File: src/rtl/button_debouncer_if.sv
`default_nettype none
// ============================================================================
//  Module      : button_debouncer_if
//  Description : Button bundle between the raw push-button pins and the
//                debouncer. The master side drives the raw inputs; the slave
//                side (the debouncer) returns the clean level and the
//                press/release pulses.
//  Revision    : 1.0 - initial release
// ============================================================================
interface button_debouncer_if #(
    parameter int N = 2
);
    logic [N-1:0] btn_raw;
    logic [N-1:0] btn_level;
    logic [N-1:0] btn_press;
    logic [N-1:0] btn_release;

    // Producer of raw button activity (board pins, testbench)
    modport master (
        output btn_raw,
        input  btn_level,
        input  btn_press,
        input  btn_release
    );

    // The debouncer itself
    modport slave (
        input  btn_raw,
        output btn_level,
        output btn_press,
        output btn_release
    );
endinterface
`default_nettype wire

File: src/rtl/button_debouncer.sv
`default_nettype none
// ============================================================================
//  Module      : button_debouncer
//  Description : Multi-channel push-button conditioner. Each raw asynchronous
//                input is brought into the clk domain through a two-flop
//                synchronizer, then debounced by a four-state machine that
//                only accepts a new level after DEBOUNCE_CYCLES consecutive
//                identical synchronized samples. Outputs are a registered
//                clean level plus single-cycle press and release pulses.
//  Options     : define BUTTON_DEBOUNCER_AUTOREPEAT_EN to add hold-to-repeat
//                pulses on btn_press (first after REPEAT_DELAY cycles, then
//                every REPEAT_PERIOD cycles while the button stays down).
//                Without it the REPEAT_* / RPT_W parameters are ignored.
//  Revision    : 1.0 - initial release
// ============================================================================
module button_debouncer #(
    parameter int N               = 2,
    parameter int DEBOUNCE_CYCLES = 500000,
    parameter int CNT_W           = 20,
    parameter int REPEAT_DELAY    = 25000000,
    parameter int REPEAT_PERIOD   = 5000000,
    parameter int RPT_W           = 25
) (
    input  wire logic         clk,
    input  wire logic         reset,
    button_debouncer_if.slave btn
);

    // ------------------------------------------------------------------------
    // Per-channel debounce state. Explicit 2-bit encoding so the state
    // register width is fixed regardless of tool choices.
    // ------------------------------------------------------------------------
    typedef enum logic [1:0] {
        STABLE_LOW  = 2'd0,
        CHK_HIGH    = 2'd1,
        STABLE_HIGH = 2'd2,
        CHK_LOW     = 2'd3
    } state_t;

    // Terminal count: the counter stops here, so it never wraps.
    localparam logic [CNT_W-1:0] C_CNT_LAST = CNT_W'(DEBOUNCE_CYCLES - 1);
    localparam logic [CNT_W-1:0] C_CNT_ONE  = CNT_W'(1);

`ifdef BUTTON_DEBOUNCER_AUTOREPEAT_EN
    // Repeat counter terminal values. The counter restarts from zero after
    // every pulse, so the first interval uses the delay and later ones the
    // period.
    localparam logic [RPT_W-1:0] C_RPT_DELAY_LAST  = RPT_W'(REPEAT_DELAY - 1);
    localparam logic [RPT_W-1:0] C_RPT_PERIOD_LAST = RPT_W'(REPEAT_PERIOD - 1);
    localparam logic [RPT_W-1:0] C_RPT_ONE         = RPT_W'(1);
`else
    // Repeat configuration is accepted for drop-in compatibility but has no
    // hardware behind it; fold it into a deliberately unused wire.
    logic w_unused_rpt_cfg;
    assign w_unused_rpt_cfg = ^{32'(REPEAT_DELAY), 32'(REPEAT_PERIOD), 32'(RPT_W)};
`endif

    // ------------------------------------------------------------------------
    // One fully independent conditioner per button.
    // ------------------------------------------------------------------------
    for (genvar gi = 0; gi < N; gi++) begin : g_ch

        logic             r_sync1;
        logic             r_sync2;
        state_t           r_state;
        logic [CNT_W-1:0] r_cnt;
        logic             r_level;
        logic             r_press;
        logic             r_release;
`ifdef BUTTON_DEBOUNCER_AUTOREPEAT_EN
        logic [RPT_W-1:0] r_rpt;
        logic             r_rpt_first;
`endif

        // Two-flop synchronizer: raw pin is asynchronous to clk
        always_ff @(posedge clk or posedge reset) begin
            if (reset) begin
                r_sync1 <= 1'b0;
                r_sync2 <= 1'b0;
            end else begin
                r_sync1 <= btn.btn_raw[gi];
                r_sync2 <= r_sync1;
            end
        end

        // Debounce FSM with registered level/pulse outputs (and repeat timer)
        always_ff @(posedge clk or posedge reset) begin
            if (reset) begin
                r_state     <= STABLE_LOW;
                r_cnt       <= '0;
                r_level     <= 1'b0;
                r_press     <= 1'b0;
                r_release   <= 1'b0;
`ifdef BUTTON_DEBOUNCER_AUTOREPEAT_EN
                r_rpt       <= '0;
                r_rpt_first <= 1'b0;
`endif
            end else begin
                // Pulses are single-cycle unless re-asserted below
                r_press   <= 1'b0;
                r_release <= 1'b0;

                case (r_state)
                    STABLE_LOW: begin
                        if (r_sync2) begin
                            r_state <= CHK_HIGH;
                            r_cnt   <= '0;
                        end
                    end

                    CHK_HIGH: begin
                        if (!r_sync2) begin
                            // Bounce: drop back without touching outputs
                            r_state <= STABLE_LOW;
                        end else if (r_cnt == C_CNT_LAST) begin
                            r_state     <= STABLE_HIGH;
                            r_level     <= 1'b1;
                            r_press     <= 1'b1;
`ifdef BUTTON_DEBOUNCER_AUTOREPEAT_EN
                            r_rpt       <= '0;
                            r_rpt_first <= 1'b1;
`endif
                        end else begin
                            r_cnt <= r_cnt + C_CNT_ONE;
                        end
                    end

                    STABLE_HIGH: begin
`ifdef BUTTON_DEBOUNCER_AUTOREPEAT_EN
                        // Hold timer runs for every cycle spent here
                        if (r_rpt_first && (r_rpt == C_RPT_DELAY_LAST)) begin
                            r_press     <= 1'b1;
                            r_rpt       <= '0;
                            r_rpt_first <= 1'b0;
                        end else if (!r_rpt_first && (r_rpt == C_RPT_PERIOD_LAST)) begin
                            r_press <= 1'b1;
                            r_rpt   <= '0;
                        end else begin
                            r_rpt <= r_rpt + C_RPT_ONE;
                        end
`endif
                        if (!r_sync2) begin
                            r_state <= CHK_LOW;
                            r_cnt   <= '0;
                        end
                    end

                    CHK_LOW: begin
                        // Repeat timer is frozen here; a rejected release
                        // resumes it from where it stopped.
                        if (r_sync2) begin
                            r_state <= STABLE_HIGH;
                        end else if (r_cnt == C_CNT_LAST) begin
                            r_state   <= STABLE_LOW;
                            r_level   <= 1'b0;
                            r_release <= 1'b1;
                        end else begin
                            r_cnt <= r_cnt + C_CNT_ONE;
                        end
                    end

                    default: begin
                        r_state <= STABLE_LOW;
                    end
                endcase
            end
        end

        assign btn.btn_level[gi]   = r_level;
        assign btn.btn_press[gi]   = r_press;
        assign btn.btn_release[gi] = r_release;
    end

endmodule
`default_nettype wire

File: src/flat_wrapper.sv
// flat-port wrapper written by rule: the top's interface ports become plain ports
module button_debouncer_flat 
#(
    parameter int N               = 2,
    parameter int DEBOUNCE_CYCLES = 500000,
    parameter int CNT_W           = 20,
    parameter int REPEAT_DELAY    = 25000000,
    parameter int REPEAT_PERIOD   = 5000000,
    parameter int RPT_W           = 25
)
  (clk, reset, btn_btn_raw, btn_btn_level, btn_btn_press, btn_btn_release);
  button_debouncer_if #(.N(N)) btn_i ();
  input  wire logic clk;
  input  wire logic reset;
  input wire logic [$bits(btn_i.btn_raw)-1:0] btn_btn_raw;
  output wire logic [$bits(btn_i.btn_level)-1:0] btn_btn_level;
  output wire logic [$bits(btn_i.btn_press)-1:0] btn_btn_press;
  output wire logic [$bits(btn_i.btn_release)-1:0] btn_btn_release;
  assign btn_i.btn_raw = btn_btn_raw;
  assign btn_btn_level = btn_i.btn_level;
  assign btn_btn_press = btn_i.btn_press;
  assign btn_btn_release = btn_i.btn_release;
  button_debouncer #(.N(N), .DEBOUNCE_CYCLES(DEBOUNCE_CYCLES), .CNT_W(CNT_W), .REPEAT_DELAY(REPEAT_DELAY), .REPEAT_PERIOD(REPEAT_PERIOD), .RPT_W(RPT_W)) u_core (.clk(clk), .reset(reset), .btn(btn_i));
endmodule
File: config.mk
export PLATFORM = sky130hd
export DESIGN_NAME = button_debouncer_flat
export DESIGN_NICKNAME = d
export VERILOG_FILES = /design/src/rtl/button_debouncer_if.sv /design/src/rtl/button_debouncer.sv /design/src/flat_wrapper.sv
export SDC_FILE = /design/constraint.sdc
export NUM_CORES = 1
export LEC_CHECK = 0
export CORE_MARGIN = 5
export CORE_UTILIZATION = 25
export DETAILED_ROUTE_END_ITERATION = 16
export PLACE_DENSITY = 0.48
export SETUP_SLACK_MARGIN = 0.3
export SKIP_CTS_REPAIR_TIMING = 1
export SYNTH_ARGS = -nofsm -noshare
export SYNTH_HDL_FRONTEND = slang
export SYNTH_SLANG_ARGS = --single-unit
File: constraint.sdc
create_clock -name clk -period 4.7 [get_ports clk]
set_input_delay 0.705 -clock clk [delete_from_list [all_inputs] [get_ports clk]]
set_output_delay 0.705 -clock clk [all_outputs]
set_load 0.005 [all_outputs]
=== Yosys cells after proc, flatten, opt, wreduce, memory -nomap -nowiden ===
Cells that the tools add are included.
Widths: inputs -> output; s select.

* Output and inout port bits: 6
* Logic and storage cells: 96
* Input port bits: 4
* Flip-flop bits (word level): 54

* Mux-type cells: 46
* Add/subtract/negate cells: 2
* Equal/unequal tests: 24
* Reductions and logical operators: 10

{| class="wikitable"
|+ Operators with widths
! operator !! number
|-
| $mux 20 || 10
|-
| $pmux 20 s4 || 2
|-
| $add 20x1->20 const B || 2
|-
| $eq 20x19->1 const B || 2
|-
| $mux 2 || 12
|-
| $mux 1 || 18
|-
| $ne 2x1->1 const B || 8
|-
| $pmux 2 s4 || 2
|-
| $reduce_and 4->1 || 4
|-
| $reduce_and 5->1 || 2
|-
| $eq 2x2->1 const B || 4
|-
| $ne 2x2->1 const B || 4
|-
| $ne 3x1->1 const B || 2
|-
| $ne 3x3->1 const B || 2
|-
| $eq 2x1->1 const B || 2
|-
| $logic_not 2->1 || 2
|-
| $pmux 1 s2 || 2
|-
| $reduce_bool 2->1 || 2
|}

=== Depth between registers and ports, before layout ===
Gate-level depths: netlist of the first run.

* Word-level depth: 4
* Mapped depth: 8
* Gate-level depth less buffers: 6

=== Worst setup path after synthesis of the first run ===
No wires, ideal clock.

* Path type: flip-flop to flip-flop
* Start point: register u_core.g_ch[1].r_cnt[0]
* End point: register (tool-made name)
* Clock period less this slack: 1.908 ns
* Slack: 2.792 ns
* Path buffers: 0
* Required time: 4.575 ns
* Data arrival time: 1.783 ns
* Library setup time: 0.125 ns
* Cell stages (with the launch flop): 6
* Path through: dfrtp_1 ha_1 nand4_2 or2_4 or4_4 mux2_4

{| class="wikitable"
|+ RTL lines
! item !! line !! source
|-
| start: declaration || button_debouncer.sv:66 || <nowiki>logic [CNT_W-1:0] r_cnt;</nowiki>
|-
| start signal: assignment || button_debouncer.sv:124 || <nowiki>r_cnt <= r_cnt + C_CNT_ONE;</nowiki>
|-
| start signal: assignment || button_debouncer.sv:158 || <nowiki>r_cnt <= r_cnt + C_CNT_ONE;</nowiki>
|}

=== Worst setup path in the final report of the first run ===
* Start point: register u_core.g_ch[0].r_state[0]
* End point: register u_core.g_ch[0].r_cnt[16]

* Cells in the longest elaborated chain, start to end: 3
* Elaborated cells between the ends (all ways): 10
* Those cells by class: eq/ne (7); mux (1); reduce/logical (2)

{| class="wikitable"
|+ RTL lines
! item !! line !! source
|-
| start: declaration || button_debouncer.sv:65 || <nowiki>state_t r_state;</nowiki>
|-
| start signal: assignment || button_debouncer.sv:89 || <nowiki>r_state <= STABLE_LOW;</nowiki>
|-
| start signal: assignment || button_debouncer.sv:106 || <nowiki>r_state <= CHK_HIGH;</nowiki>
|-
| start signal: assignment || button_debouncer.sv:114 || <nowiki>r_state <= STABLE_LOW;</nowiki>
|-
| $eq 2x2->1, or another cell as far along || button_debouncer.sv:103 || <nowiki>case (r_state)</nowiki>
|-
| $ne 2x2->1 (no line) or $ne 2x1->1 (tied branches) || n/a ||
|-
| $reduce_and 4->1 (no line) || n/a ||
|-
| end signal: assignment || button_debouncer.sv:124 ||
|-
| end signal: assignment || button_debouncer.sv:158 ||
|-
| end: declaration || button_debouncer.sv:66 ||
|}

Parallel ways exist; a longest one is shown, timed or not.
A chain may end at the register's enable or synchronous reset.

==> run summary, run 1 <==
Status = finished clean
YS warnings = 0
Fillcell total = 1260
FFs w/ async S/R, synth = 100%
Worst Tran Pin Value = 0.769 ns
CTS clock-pin slew for the worst setup and hold paths = 0.07 ns
Non-Filler Instances = 466
RD Place Congestion = 0.781
Total GRT Usage = 9.71%
Critical-path cell list = nand4b_1, nor4_2, a31o_2, or2_1, o41ai_1
Final Routed Wirelength = 6760 um
Antenna violations before repair = 0
Total grt overflow = 0
Vias per inst = 5.23
Syn nets = 333
Slowest CP cell = dfrtp_1
CTS Buf Count = 5
Layout area overhead = 9.99%
Core box area = 12000 sq um
Number of synthesized flops with an enable pin = 0
Layout cells sized above 1 = 8.78%
Kind of critical path = reg2reg
P_leak = 1.34 nW
Final TNS setup = 0 ns
Hold Crit Class = reg2reg
Pre-antenna DRT Iters = 4
Area of the multi-input gates = 1510 sq um
Die ar. = 14500 sq um
Register area share after synthesis = 44.4%
Maximum clock frequency = 0.394 GHz
Hold path cells = 0
Clock Tree Root = clkbuf_16
Slew Viols, Final = 0
Die Ht = 120 um
Antenna Diode Count = 0
CP max stage delay = 0.57 ns
Total design power = 994 uW
Number of cells on the critical path = 5
Wire per inst = 14.5 um
Final Setup Violations = 0
Period utilization = 54.1%
Post-synth cell types = 64
CP Launch Type = register
DRC Markers = 0
WP buf/inv = 0
Unrepaired setup endpoints after global routing = no
DR vias = 2437
First-pass GRT wire length = 11800 um
Most common cell after layout, fill and taps aside = dfrtp_1
# IOs = 10
VDD IR max = 0.000162 V
Max-cap violations = 0
Worst r2r path cells = 5
Largest net degree at the start of global routing = 55
Nets = 324
Initial Utilization = 25.4%
Setup Skew = 0.0105 ns
Initial DRC Count = 173
Die width = 120 um
CP Capture Type = register
Clk_lat worst skew = 0.29 ns
Main synth FF type = dfrtp_1
WP data required = 4.86 ns
Pre-CTS WS = 2.14 ns
Fin util = 28.0%
Port buffer count = 9
FF+latch area = 1350 sq um
Clock buffer depth = 2
Synth Cell Area = 3040 sq um
Via count of the first global-routing pass = 2379
Synthesized flop and latch total = 54
Delay-heaviest family, CP = simple AND/OR/NAND/NOR gates
# rows = 40
Cells after Synth = 327
Syn_area_per_cell = 9.31 sq um
Max transition margin = 48.6%
Htree depth = 2
Pwr Density = 297 nW/um^2
Final worst setup slack = 2.16 ns
Crit-path max FO = 22
ANT nets after route = 0
Fin. Hold Viols = 0
Fin crit period = 2.54 ns
Sinks on the clock net = 54
Most frequent cells in the layout = 54 x dfrtp_1, 37 x nand2_1, 27 x nand3_1
CTS tree = built
Worst EP arrival = 2.70 ns
Placed insts = 458
DP HPWL = 4430 um
-- where the power goes --
group | total, mW | switching, mW | internal (mW)
combinational | 0.0593 | 0.0369 | 0.0224
clock | 0.425 | 0.173 | 0.252
sequential | 0.510 | 0.0291 | 0.481
-- cell type report --
| class | count | share of cell area, % |
|---|---|---|
| clock buffer | 6 | 3.85 |
| clock inverter | 2 | 1.12 |
| inverter | 8 | 0.897 |
| multi-input combinational | 238 | 45.1 |
| sequential | 54 | 40.4 |
| tap | 147 | 5.49 |
| timing repair buffer | 11 | 3.14 |
-- routing by layer --
metal	track usage (%)	part of all wire, %	up-vias
met1	12.6	48	1222
met3	2.29	1.8	4
li1	-	-	1197
met2	16.7	50	14
met5	0	0	-
met4	1.70	0.46	0
-- per-stage QoR --
step	hold slack, ns	area [sq um]
6_report	0.352	3350
5_1_grt	0.371	3350
4_1_cts	0.355	3350
3_5_place_dp	0.337	3180
3_3_place_gp	0.336	3180
2_1_floorplan	0.331	3040
-- final timing paths --
check                                                       from                              endpoint  slack (ns)
max                        u_core.g_ch[0].r_state[0]$_DFFE_PP0P_  u_core.g_ch[0].r_cnt[16]$_DFFE_PP0P_        2.16
min reg2reg                     u_core.g_ch[1].r_sync1$_DFF_PP0_      u_core.g_ch[1].r_sync2$_DFF_PP0_        0.35
min in group asynchronous                                  reset   u_core.g_ch[1].r_cnt[1]$_DFFE_PP0P_        0.93
min                             u_core.g_ch[1].r_sync1$_DFF_PP0_      u_core.g_ch[1].r_sync2$_DFF_PP0_        0.35
max in group asynchronous                                  reset   u_core.g_ch[0].r_cnt[7]$_DFFE_PP0P_        3.30
max reg2reg                u_core.g_ch[0].r_state[0]$_DFFE_PP0P_  u_core.g_ch[0].r_cnt[16]$_DFFE_PP0P_        2.16
-- Yosys cell counts, types with 3 or more instances --
cell type | n | area, sq um
clkbuf_1 | 9 | 33.8
or4_1 | 3 | 22.5
a21oi_1 | 11 | 55.1
or3_1 | 3 | 18.8
nor4_1 | 5 | 31.3
buf_4 | 9 | 67.6
o31ai_1 | 9 | 67.6
o41ai_1 | 7 | 61.3
and2_1 | 5 | 31.3
nand4_1 | 8 | 50.1
nand3_1 | 27 | 135
nor3b_1 | 3 | 22.5
o21ai_0 | 23 | 115
dfrtp_1 | 54 | 1350
nor4b_1 | 4 | 35.0
buf_2 | 6 | 30.0
mux2i_1 | 6 | 60.1
nand2_1 | 37 | 139
a31oi_1 | 8 | 50.1
or2_2 | 3 | 18.8
inv_1 | 8 | 30.0
nor3_1 | 7 | 35.0
nor2_1 | 17 | 63.8
-- cells by family after synthesis --
| logic type | Yosys count | synth area share, % |
|---|---|---|
| DFF | 54 | 44.4 |
| muxes | 7 | 2.47 |
| buffers and inverters | 35 | 6.21 |
| AOI/OAI and AO/OA | 84 | 19.1 |
| adders and majority gates | 2 | 0.822 |
| and+or+nand+nor | 142 | 26.2 |
| xor gates and xnor gates | 3 | 0.863 |
-- sequential cells by signal (all words and copies together) (netlist names), named ones only --
register / cells
u_core.g_ch.r_cnt: 40
u_core.g_ch.r_level: 2
u_core.g_ch.r_press: 2
u_core.g_ch.r_release: 2
u_core.g_ch.r_state: 2
u_core.g_ch.r_sync1: 2
u_core.g_ch.r_sync2: 2
-- worst register-to-register path: stages (launching register included) --
cell and delay (ns):
dfrtp_1 0.57, nand4b_1 0.24, nor4_2 0.38, a31o_2 0.49, or2_1 0.56, o41ai_1 0.16
Power figures use the tool's default switching activity.
==> run 2: changes to the inputs <==
Settings changed: PLACE_DENSITY 0.48 to 0.5.
Clock period 4.7 ns to 2.3 ns, I/O delays scaled along.
==> run 2 against run 1 <==
  * Register-to-register slack worse by 1.8 ns
  * Count of clock-buffer cells in the layout stayed put
  * First-iteration DRC count is 10% lower
  * Combinational power grew to 2.8 times the previous value
  * Worst setup slack worse by 1.8 ns
  * Hold slack worse by 0.0038 ns
  * Power is 96% higher
  * Fmax is 32% higher
  * Final cell count is 3.2% higher
  * Design area is 6.0% higher
  * Global-route usage is 0.051 points higher
  * Largest cell class unchanged
  * Largest power group unchanged
  * Highest routed layer unchanged
==> run summary, run 2 (synthesized netlist as in run 1, its figures left out) <==
Status = finished clean
CTS clock-pin slew for the worst setup and hold paths = 0.07 ns (about the same)
Most flop-heavy register = u_core.g_ch.r_cnt
Hold path cells = 0 (unchanged)
Crit-path max FO = 5 (-77%)
Wire per inst = 14.4 um (-0.58%)
Max-cap violations = 0 (unchanged)
Comb power frac = 8.5% (+2.5 points)
Fin crit period = 1.93 ns (-0.614 ns)
Final Routed Wirelength = 6940 um (+2.6%)
CP max stage delay = 0.44 ns (-0.13 ns)
# IOs = 10 (unchanged)
Delay-heaviest family, CP = simple AND/OR/NAND/NOR gates
Layout area overhead = 16.6%
Total grt overflow = 0 (unchanged)
Die width = 120 um (unchanged)
Die ar. = 14500 sq um (unchanged)
Total GRT Usage = 9.76% (+0.051 points)
Hold Crit Class = reg2reg
Port buffer count = 9 (unchanged)
Period utilization = 83.8% (+30 points)
Clock buffer depth = 2 (unchanged)
P_int = 1.46 mW (+93%)
Number of cells on the critical path = 5 (unchanged)
Max FFs per register = 40 (unchanged)
CTS Buf Count = 5 (unchanged)
P_leak = 1.44 nW (+7.4%)
Max transition margin = 65.0% (+16 points)
Reg2Reg Setup Slack = 0.37 ns (-1.79 ns)
Setup Skew = 0.00651 ns (-0.00395 ns)
Via count of the first global-routing pass = 2345 (-1.4%)
Slew Viols, Final = 0 (unchanged)
Most common cell after layout, fill and taps aside = dfrtp_1
Unrepaired setup endpoints after global routing = yes
DP HPWL = 4660 um (+5.2%)
Clk network pwr share = 38.3% (-4.5 points)
Initial Utilization = 25.4% (unchanged)
Clock Tree Root = clkbuf_16
RR Startpoint = u_core.g_ch[1].r_cnt[1]$_DFFE_PP0P_
Final Setup Violations = 0 (unchanged)
WP data required = 2.49 ns (-2.37 ns)
RD Place Congestion = 0.786 (+0.68%)
CP Capture Type = register
Antenna violations before repair = 0 (unchanged)
DR vias = 2485 (+2.0%)
Largest net degree at the start of global routing = 55 (unchanged)
Pre-antenna DRT Iters = 4 (unchanged)
Worst EP arrival = 2.11 ns (-0.59 ns)
Sinks on the clock net = 54 (unchanged)
Final TNS setup = 0 ns (unchanged)
Layout cells sized above 1 = 16.2% (+7.4 points)
ANT nets after route = 0 (unchanged)
CTS tree = built
Nets = 340 (+4.9%)
Net load switching power = 497 uW (+110%)
Slowest CP cell = dfrtp_1
# rows = 40 (unchanged)
Net Sw Frac = 25.5% (+1.4 points)
Critical Path Start = u_core.g_ch[1].r_cnt[1]$_DFFE_PP0P_
Fin util = 29.7% (+1.7 points)
Sequential Power Share = 53.2% (+1.9 points)
Kind of critical path = reg2reg
WP buf/inv = 0 (unchanged)
VDD IR max = 0.000283 V (+74%)
First-pass GRT wire length = 11700 um (-0.41%)
Worst r2r path cells = 5 (unchanged)
Die Ht = 120 um (unchanged)
Critical-path cell list = ha_4, nand4_2, or2_4, or4_4, mux2_4
Antenna Diode Count = 0 (unchanged)
DRC Markers = 0 (unchanged)
Initial DRC Count = 155 (-10%)
Maximum clock frequency = 0.519 GHz (+32%)
Htree depth = 2 (unchanged)
Fin. Hold Viols = 0 (unchanged)
CP Launch Type = register
Worst Tran Pin Value = 0.524 ns (-0.244 ns)
Pwr Density = 550 nW/um^2 (+85%)
Vias per inst = 5.17 (-1.2%)
Clk_lat worst skew = 0.30 ns (about the same)
Core box area = 12000 sq um (unchanged)
Most frequent cells in the layout = 52 x dfrtp_1, 37 x nand2_1, 26 x nand3_1
-- run 2: worst reg2reg max path, cell delays in order, from the launching register on --
cell	delay [ns]
dfrtp_1	0.44
ha_4	0.18
nand4_2	0.15
or2_4	0.29
or4_4	0.44
mux2_4	0.31
-- run 2: power groups by stage --
stage	Sequential [mW]	Clock (mW)	Combinational (mW)
after floorplan	1.03	0	0.116
after global placement	1.05	0	0.149
after detailed placement	1.05	0	0.149
after CTS	1.03	0.776	0.149
after global routing	1.04	0.812	0.187
final	1.04	0.749	0.166
-- run 2: cell type report --
class | instances | area, sq um
Clock buffer | 6 | 129
Clock inverter | 1 | 7.51
Fill cell | 1243 | 8410
Inverter | 8 | 30.0
Multi-Input combinational cell | 238 | 1610
Sequential cell | 54 | 1350
Tap cell | 147 | 184
Timing Repair Buffer | 27 | 238
-- run 2: how the worst min path moves through the flow --
stage	from	to	slack (ns)
floorplan	u_core.g_ch[0].r_sync1$_DFF_PP0_	u_core.g_ch[0].r_sync2$_DFF_PP0_	0.33
global placement	u_core.g_ch[1].r_sync1$_DFF_PP0_	u_core.g_ch[1].r_sync2$_DFF_PP0_	0.33
detailed placement	u_core.g_ch[1].r_sync1$_DFF_PP0_	u_core.g_ch[1].r_sync2$_DFF_PP0_	0.34
CTS	u_core.g_ch[1].r_sync1$_DFF_PP0_	u_core.g_ch[1].r_sync2$_DFF_PP0_	0.35
global route	u_core.g_ch[1].r_sync1$_DFF_PP0_	u_core.g_ch[1].r_sync2$_DFF_PP0_	0.37
finish	u_core.g_ch[1].r_sync1$_DFF_PP0_	u_core.g_ch[1].r_sync2$_DFF_PP0_	0.35
-- run 2: metrics by stage --
| step | hold WS (ns) | total power, mW | cell area, sq um | setup slack, ns | std cells |
|---|---|---|---|---|---|
| 3_3_place_gp | 0.334 | 1.20 | 3280 | 0.322 | 469 |
| 3_5_place_dp | 0.336 | 1.20 | 3280 | 0.231 | 469 |
| 6_report | 0.348 | 1.95 | 3550 | 0.373 | 481 |
| 2_1_floorplan | 0.331 | 1.15 | 3040 | 0.392 | 327 |
| 4_1_cts | 0.353 | 1.96 | 3410 | 0.247 | 476 |
| 5_1_grt | 0.367 | 2.04 | 3550 | 0.289 | 481 |
-- run 2: routing by layer --
layer	track usage, %	share of wire (%)	vias up
met4	2.83	1.3	0
met3	2.06	3.4	10
met2	15.9	48	37
li1	-	-	1236
met5	0	0	-
met1	13.1	47	1202
